<file path="config.mk">
export PLATFORM = sky130hd
export DESIGN_NAME = irrigation_cycle_scheduler
export DESIGN_NICKNAME = d
export VERILOG_FILES = /design/src/rtl/irrigation_cycle_scheduler.sv
export SDC_FILE = /design/constraint.sdc
export NUM_CORES = 1
export LEC_CHECK = 0
export CAP_MARGIN = 25
export CORE_AREA = 8 8 53 55
export DETAILED_ROUTE_END_ITERATION = 10
export DIE_AREA = 0 0 61 63
export HOLD_SLACK_MARGIN = 0.15
export PLACE_DENSITY = 0.8
export SYNTH_ARGS = -nofsm -noshare
export SYNTH_HDL_FRONTEND = slang
export SYNTH_SLANG_ARGS = --single-unit
</file>
<file path="constraint.sdc">
create_clock -name clk -period 1.9 [get_ports clk]
set_input_delay 0.38 -clock clk [delete_from_list [all_inputs] [get_ports clk]]
set_output_delay 0.38 -clock clk [all_outputs]
set_load 0.03 [all_outputs]
</file>
<file path="src/rtl/irrigation_cycle_scheduler.sv">
// Sequences one drip/sprinkler watering cycle from soil/tank sensors, timed by a prescaled down-counter.
// Latency: all outputs registered; valve opens 1 clk after the START load pulse and closes on the edge leaving WATER.
// Backpressure: none; sensor inputs are sampled every clk and the downstream load pulse cannot be stalled.
module irrigation_cycle_scheduler #(
    parameter int TICK_DIV       = 50,
    parameter int DRIP_TIME      = 10,
    parameter int SPRINKLER_TIME = 6,
    parameter int COOLDOWN_TIME  = 3,
    parameter int CNT_W          = 4
) (
    input  logic             clk,
    input  logic             reset,
    input  logic             enable,
    input  logic             soil_dry,
    input  logic             soil_wet,
    input  logic             tank_low,
    input  logic             mode,
    output logic             valve_drip,
    output logic             valve_sprinkler,
    output logic             counter_load,
    output logic [CNT_W-1:0] remaining,
    output logic             busy,
    output logic             alarm,
    output logic [2:0]       state
);

    localparam int PW   = (TICK_DIV > 2) ? $clog2(TICK_DIV) : 1;
    localparam int CMAX = (1 << CNT_W) - 1;

    localparam logic [CNT_W-1:0] DRIP_LD = CNT_W'(DRIP_TIME);
    localparam logic [CNT_W-1:0] SPR_LD  = CNT_W'(SPRINKLER_TIME);
    localparam logic [CNT_W-1:0] CD_LD   = CNT_W'(COOLDOWN_TIME);
    localparam logic [PW-1:0]    TICK_AT = PW'(TICK_DIV - 1);

    if (TICK_DIV < 2) begin : g_bad_tick_div
        $error("TICK_DIV must be at least 2");
    end
    if (DRIP_TIME < 1 || DRIP_TIME > CMAX) begin : g_bad_drip_time
        $error("DRIP_TIME out of range for CNT_W");
    end
    if (SPRINKLER_TIME < 1 || SPRINKLER_TIME > CMAX) begin : g_bad_sprinkler_time
        $error("SPRINKLER_TIME out of range for CNT_W");
    end
    if (COOLDOWN_TIME < 1 || COOLDOWN_TIME > CMAX) begin : g_bad_cooldown_time
        $error("COOLDOWN_TIME out of range for CNT_W");
    end

    typedef enum logic [2:0] {
        IDLE     = 3'd0,
        START    = 3'd1,
        WATER    = 3'd2,
        COOLDOWN = 3'd3,
        FAULT    = 3'd4
    } state_t;

    state_t           state_q, state_nxt;
    logic [PW-1:0]    presc_q, presc_nxt;
    logic [CNT_W-1:0] remaining_q, remaining_nxt;
    logic             mode_q, mode_nxt;
    logic             tick;

    assign tick = (presc_q == TICK_AT);

    always_comb begin
        state_nxt     = state_q;
        remaining_nxt = remaining_q;
        mode_nxt      = mode_q;
        unique case (state_q)
            IDLE: begin
                if (enable && soil_dry && !soil_wet && !tank_low) begin
                    state_nxt     = START;
                    mode_nxt      = mode;
                    remaining_nxt = mode ? SPR_LD : DRIP_LD;
                end else if (enable && soil_dry && tank_low) begin
                    state_nxt     = FAULT;
                    remaining_nxt = '0;
                end
            end
            START: state_nxt = WATER;
            WATER: begin
                // Fault beats operator stop, which beats early-wet stop, which beats timeout.
                if (tank_low) begin
                    state_nxt     = FAULT;
                    remaining_nxt = '0;
                end else if (!enable || soil_wet || (tick && remaining_q == CNT_W'(1))) begin
                    state_nxt     = COOLDOWN;
                    remaining_nxt = CD_LD;
                end else if (tick) begin
                    remaining_nxt = remaining_q - CNT_W'(1);
                end
            end
            COOLDOWN: begin
                if (tank_low) begin
                    state_nxt     = FAULT;
                    remaining_nxt = '0;
                end else if (tick) begin
                    remaining_nxt = remaining_q - CNT_W'(1);
                    if (remaining_q == CNT_W'(1)) state_nxt = IDLE;
                end
            end
            FAULT: begin
                remaining_nxt = '0;
                if (!tank_low && !enable) state_nxt = IDLE;
            end
            default: begin
                state_nxt     = IDLE;
                remaining_nxt = '0;
            end
        endcase
    end

    // Prescaler restarts on every state change so each phase gets whole ticks.
    always_comb begin
        presc_nxt = '0;
        if (state_nxt == state_q && !tick && (state_q == WATER || state_q == COOLDOWN))
            presc_nxt = presc_q + PW'(1);
    end

    always_ff @(posedge clk or negedge reset) begin
        if (!reset) begin
            state_q         <= IDLE;
            presc_q         <= '0;
            remaining_q     <= '0;
            mode_q          <= 1'b0;
            valve_drip      <= 1'b0;
            valve_sprinkler <= 1'b0;
            counter_load    <= 1'b0;
            alarm           <= 1'b0;
        end else begin
            state_q         <= state_nxt;
            presc_q         <= presc_nxt;
            remaining_q     <= remaining_nxt;
            mode_q          <= mode_nxt;
            valve_drip      <= (state_nxt == WATER) && !mode_nxt;
            valve_sprinkler <= (state_nxt == WATER) && mode_nxt;
            counter_load    <= (state_nxt == START);
            alarm           <= (state_nxt == FAULT);
        end
    end

    assign remaining = remaining_q;
    assign busy      = (state_q == WATER) || (state_q == COOLDOWN);
    assign state     = state_q;

endmodule

</file>
# Word-level counts from Yosys, hierarchy flattened
# Cells that the tools add are included.
# W data, S select, Z words.
# word_totals
word_cells,62
in_bits,7
regBits,18
output_inout_bits,12
# classes
muxes,20
reduce_logical,20
add_sub_neg,2
n_eq_ne,11
bitwise_logic,1
# ops
cell,count
$mux W4,7
$mux W3,8
$pmux W4 S4,1
$pmux W3 S5,1
$logic_and A1 B1 Y1,10
$eq A3 B2 Y1 const B,3
$add A6 B1 Y6 const B,1
$eq A3 B1 Y1 const B,2
$eq A3 B3 Y1 const B,2
$eq A6 B6 Y1 const B,1
$mux W6,1
$logic_not A1 Y1,5
$eq A4 B1 Y1 const B,1
$sub A4 B1 Y4 const B,1
$eq A3 B3 Y1,1
$logic_not A3 Y1,1
$logic_or A1 B1 Y1,3
$ne A3 B3 Y1 const B,1
$mux W1,2
$reduce_and A2 Y1,1
$not A1 Y1,1

# Longest topological paths before layout
# depth
word_depth,10
ltp_mapped,7
depth_no_buf,7

# Worst setup path after synthesis
# Ideal clock, no wire load.
# synth_timing
path_kind,register to register
startpoint,register state_q[1] (netlist: state[1])
endpoint,register remaining_q[3] (netlist: remaining[3])
synth_period_minus_slack_ns,1.937
arrival_time_ns,1.860
path_buffers,0
path_stages_with_launch,6
required_time_ns,1.824
setup_ns,0.076
path_slack_ns,-0.037
path_cell_list,dfrtp_1 > nor2b_1 > and2_2 > o21ai_0 > o32a_1 > o21ai_1
# synth_between
elab_chain_len,3
word_cells_on_any_way,8
cone_classes,eq/ne: 4; mux: 1; bitwise: 1; reduce/logical: 2
# synth_lines
element,line,rtl
"start, declared",56,"state_t state_q, state_nxt;"
"start signal, assigned",130,state_q <= state_nxt;
$logic_not A3 Y1 / $eq A3 B1 Y1 (equally long branches),68,unique case (state_q)
$ne A3 B3 Y1 (no line) / $not A1 Y1 (equally long branches),-,
$reduce_and A2 Y1 (no line),-,
"end signal, assigned",132,remaining_q <= remaining_nxt;
"end, declared",58,"logic [CNT_W-1:0] remaining_q, remaining_nxt;"
# Several ways; a longest one is shown, not always the timed one.
# A chain may end at the register's enable or synchronous reset.

# Worst setup path after layout
# layout_timing
startpoint,register remaining_q[3] (netlist: remaining[3])
endpoint,output remaining[3]
# layout_lines
element,line,rtl
"end, declared",21,"output logic [CNT_W-1:0] remaining,"
# No word-level cell between the ends.

==> results <==
- The flow ran to the end, and the final reports show no timing, DRC or antenna violations.
- The synthesized area divided by synthesized cell count is 10.1 sq um.
- The clock period minus worst slack is 1.87 ns.
- For this block, the routed nets add up to 2.25 mm of wire.
- Of all cell types, the one taking the most synthesized area is sky130_fd_sc_hd__dfrtp_1.
- Clock-pin slew was measured on the worst setup and hold paths at 0.12 ns.
- Of the post-synthesis cell area, the dominant cell type holds 0.466.
- The core outline area is 2060 sq um.
- Fill cells in the final layout number 169.
- The synthesized design contains 18 register bits.
- The setup slack on the worst flop-to-flop path is 0.09 ns.
- The pin count of the biggest net entering global routing is 19.
- The critical path goes through clkdlybuf4s50_1.
- The max-slew violation total from the final report is 0.
- The most used flip-flop cell after synthesis is sky130_fd_sc_hd__dfrtp_1.
- The number of synthesized flops with an enable pin is 0.
- Buffers placed on the I/O ports in this run total 18.
- Yosys instantiated no cell more often than sky130_fd_sc_hd__dfrtp_1.
- Yosys printed 0 warnings.
- The detailed-router iteration count before antenna repair is 4.
- The transition time at the pin with the least slew margin is 0.329 ns.
- From left edge to right edge, the die measures 61 microns.
- In this run the number of H-tree levels came out at 1.
- The part of the cycle the worst path needs is 0.987.
- The number of inserted diodes is 0.
- In the final routed layout, each cell accounts on average for 14.3 microns.
- The headroom to the max-slew limit is 0.780.
- Leaving out filler cells and counting taps, the final layout contains 157.
- The area growth from synthesis to layout is 38.0%.
- The die covers 3840 sq um.
- The detailed-placement wirelength estimate is 1.68 mm.
- For the worst setup path, the data arrival time is 1.49 ns.
- Following the worst setup path forward leads to its endpoint at remaining[3].
- The count of nets left with antenna violations after detail routing is 0.
- For this run, the top clock speed supported by timing is 533 MHz.
- The cell row count is 17.
- The first global-routing pass estimated 3.70 mm of wire.
- The type of the worst min-delay path is in -> async.
- The critical path's largest stage delay is 0.72 ns.
- The worst-case clock buffer depth is 2.
- The final count of hold timing violations was 0.
- The kind of start point of the critical path is a flip-flop.
- The cell count of the worst reg-to-reg path is 7.
- The root cell of the clock tree is sky130_fd_sc_hd__clkbuf_4.
- The largest vdd supply drop is 0.701 mV.
- The via count of the first global-routing pass is 808.
- On the critical path, the stage with the largest delay is an instance of sky130_fd_sc_hd__clkdlybuf4s50_1.
- The start of the worst register-to-register path is presc_q[1].
- Dividing the detail-routed via count by the number of cells gives 5.25.
- The height of the die is 63 microns.
- The share of the core filled with cells is 0.647.
- The placed instance count is 152.
- For the worst setup path, the data required time is 1.52 ns.
- After synthesis the cells add up to 967 sq um.
- The final setup violation count is 0.
- Hold is met by 0.385 ns.
- Sorting the synthesized cells by area gives the leading types as sky130_fd_sc_hd__dfrtp_1 (47%), sky130_fd_sc_hd__nor2_1 (6.2%), sky130_fd_sc_hd__ha_1 (5.2%), sky130_fd_sc_hd__inv_1 (2.7%), sky130_fd_sc_hd__a31oi_1 (2.6%).
- In this run the number of cells on the critical path is 1.
- The final design instance area without fill is 1340 sq um.
- Tracing the worst setup path back leads to its startpoint at remaining[3].
- In this run the power density over the cells is 900 nW/um^2.
- The cell area after placement is 1260 sq um.
- The setup path with the least slack is of type reg -> out.
- The total clock sinks is 18.
- The routed layout has 825 vias.
- The global router's overall resource usage is 0.123.
- The worst setup path is captured at a primary output.
- The share of the yosys chip area belonging to registers is 0.466.
- The number of nets produced by synthesis is 107.
- For this block, the initial DRC count from the detailed router was 29.
- The insertion delay to the later sink of the worst-skew pair is 0.31 ns.
- The final weighted congestion of routability-driven global placement is 0.885.
- The post-synthesis instance total is 96.
- The number of antenna violations at the first check in global routing came to 0.
- The capture point of the worst reg-to-reg path is remaining[3].
- Max-cap violations in this run came to 0.
- In the final layout, the share of cells above drive strength 1 is 0.248.
- The sum of buffers and inverters on the critical path is 1.
- In this run, CTS created clock tree buffers numbering 3.
- Before CTS, the worst setup slack after placement is -0.0414 ns.
- The count of cell types in the netlist is 33.
- For this run the aggregate overflow at the end of global routing stands at 0.
- The async set or reset register ratio after synthesis is 1.00.
- For this design the top-level I/O count stands at 19.
- TritonCTS built the clock tree.
- The leakage component of the power is 0.644 nW.
- For this configuration, the core starts out at a cell density of 0.469.
- Sorting the synthesized cells by how often they occur yields sky130_fd_sc_hd__dfrtp_1 (18), sky130_fd_sc_hd__nor2_1 (16), sky130_fd_sc_hd__inv_1 (7), sky130_fd_sc_hd__o21ai_0 (5).
- The largest fanout on the critical path is 4.
- The post-detailed-route DRC marker count is 0.
- In the final design database the tool counted 141 nets.
- The final worst setup slack is 0.0251 ns.
- Clock skew on the completed layout was measured at 0.0121 ns.
- Among cell families on the critical path, the largest total delay comes from buffers and inverters.
timing repair:
action,4_1_cts,5_1_grt
endpoints found under the setup margin,3,5
hold buffers,0,0
pin swaps,0,2
gates resized for setup,3,9
setup buffers,0,1
power breakdown:
part | total (mW) | switching [mW] | internal, mW | leakage, nW
sequential | 0.498 | 0.0577 | 0.440 | 0.246
clock | 0.250 | 0.133 | 0.117 | 0.0210
combinational | 0.454 | 0.258 | 0.196 | 0.377
registers in the layout, indices dropped and copies added, names as in the netlist:
name / cells
presc_q: 6
remaining: 4
state: 3
alarm: 1
counter_load: 1
mode_q: 1
valve_drip: 1
valve_sprinkler: 1
layout by cell type (no fill, tap or decap), types with 2 or more instances in the layout:
cell                              Yosys  layout
sky130_fd_sc_hd__a21oi_1              4       3
sky130_fd_sc_hd__dlygate4sd2_1        0       3
sky130_fd_sc_hd__nor3b_1              2       2
sky130_fd_sc_hd__nand2_1              3       3
sky130_fd_sc_hd__or2_2                2       2
sky130_fd_sc_hd__nand2b_1             2       2
sky130_fd_sc_hd__dfrtp_1             18      18
sky130_fd_sc_hd__a31oi_1              4       4
sky130_fd_sc_hd__buf_4                0      12
sky130_fd_sc_hd__inv_1                7       7
sky130_fd_sc_hd__xor2_1               2       2
sky130_fd_sc_hd__clkbuf_4             0       3
sky130_fd_sc_hd__clkdlybuf4s50_1      0      12
sky130_fd_sc_hd__a21o_1               3       3
sky130_fd_sc_hd__dlymetal6s2s_1       0       3
sky130_fd_sc_hd__o21ai_0              5       5
sky130_fd_sc_hd__ha_1                 4       3
sky130_fd_sc_hd__o2bb2ai_1            2       2
sky130_fd_sc_hd__nand3_1              2       2
sky130_fd_sc_hd__xnor2_1              2       2
sky130_fd_sc_hd__nor2_1              16      16
layer usage:
layer	vias to the layer above	wire length (microns)	global-route usage
met3	4	96	0.0350
met4	0	24	0.0350
met2	19	1120	0.192
li1	402	-	-
met5	-	0	0
met1	400	1010	0.158
worst min path at each step:
stage,from,endpoint,slack [ns],cells past startpoint
final,reset,alarm,0.39,2
after CTS,reset,alarm,0.40,2
after global placement,mode_q,valve_drip,0.46,1
after global routing,reset,alarm,0.42,2
after detailed placement,mode_q,valve_drip,0.45,1
after floorplan,reset,alarm,0.08,0
cells by family after synthesis:
kind of cell | after synthesis | share of synthesized area
multiplexers | 1 | 0.0116
flip-flops | 18 | 0.466
AND/OR/NAND/NOR | 38 | 0.245
buffers and inverters | 8 | 0.0388
adder cells (fa/ha/maj) | 4 | 0.0517
AO/OA/AOI/OAI | 23 | 0.151
XOR/XNOR | 4 | 0.0362
per-stage QoR:
stage	setup TNS (ns)	power [mW]
2_1_floorplan	0	0.767
3_3_place_gp	-0.246	0.954
3_5_place_dp	-0.275	0.967
4_1_cts	0	1.20
5_1_grt	-0.0278	1.26
6_report	0	1.20
layout make-up:
cell class / instances / area, sq um / share of cell area
flip-flops and latches: 18 / 450 / 0.337
multi-input cells: 70 / 513 / 0.384
well taps: 28 / 35.0 / 0.0262
clock buffers: 4 / 36.3 / 0.0272
repair buffers: 30 / 274 / 0.205
inverters: 7 / 26.3 / 0.0197
Note: power is estimated with default switching activity, not from simulation.
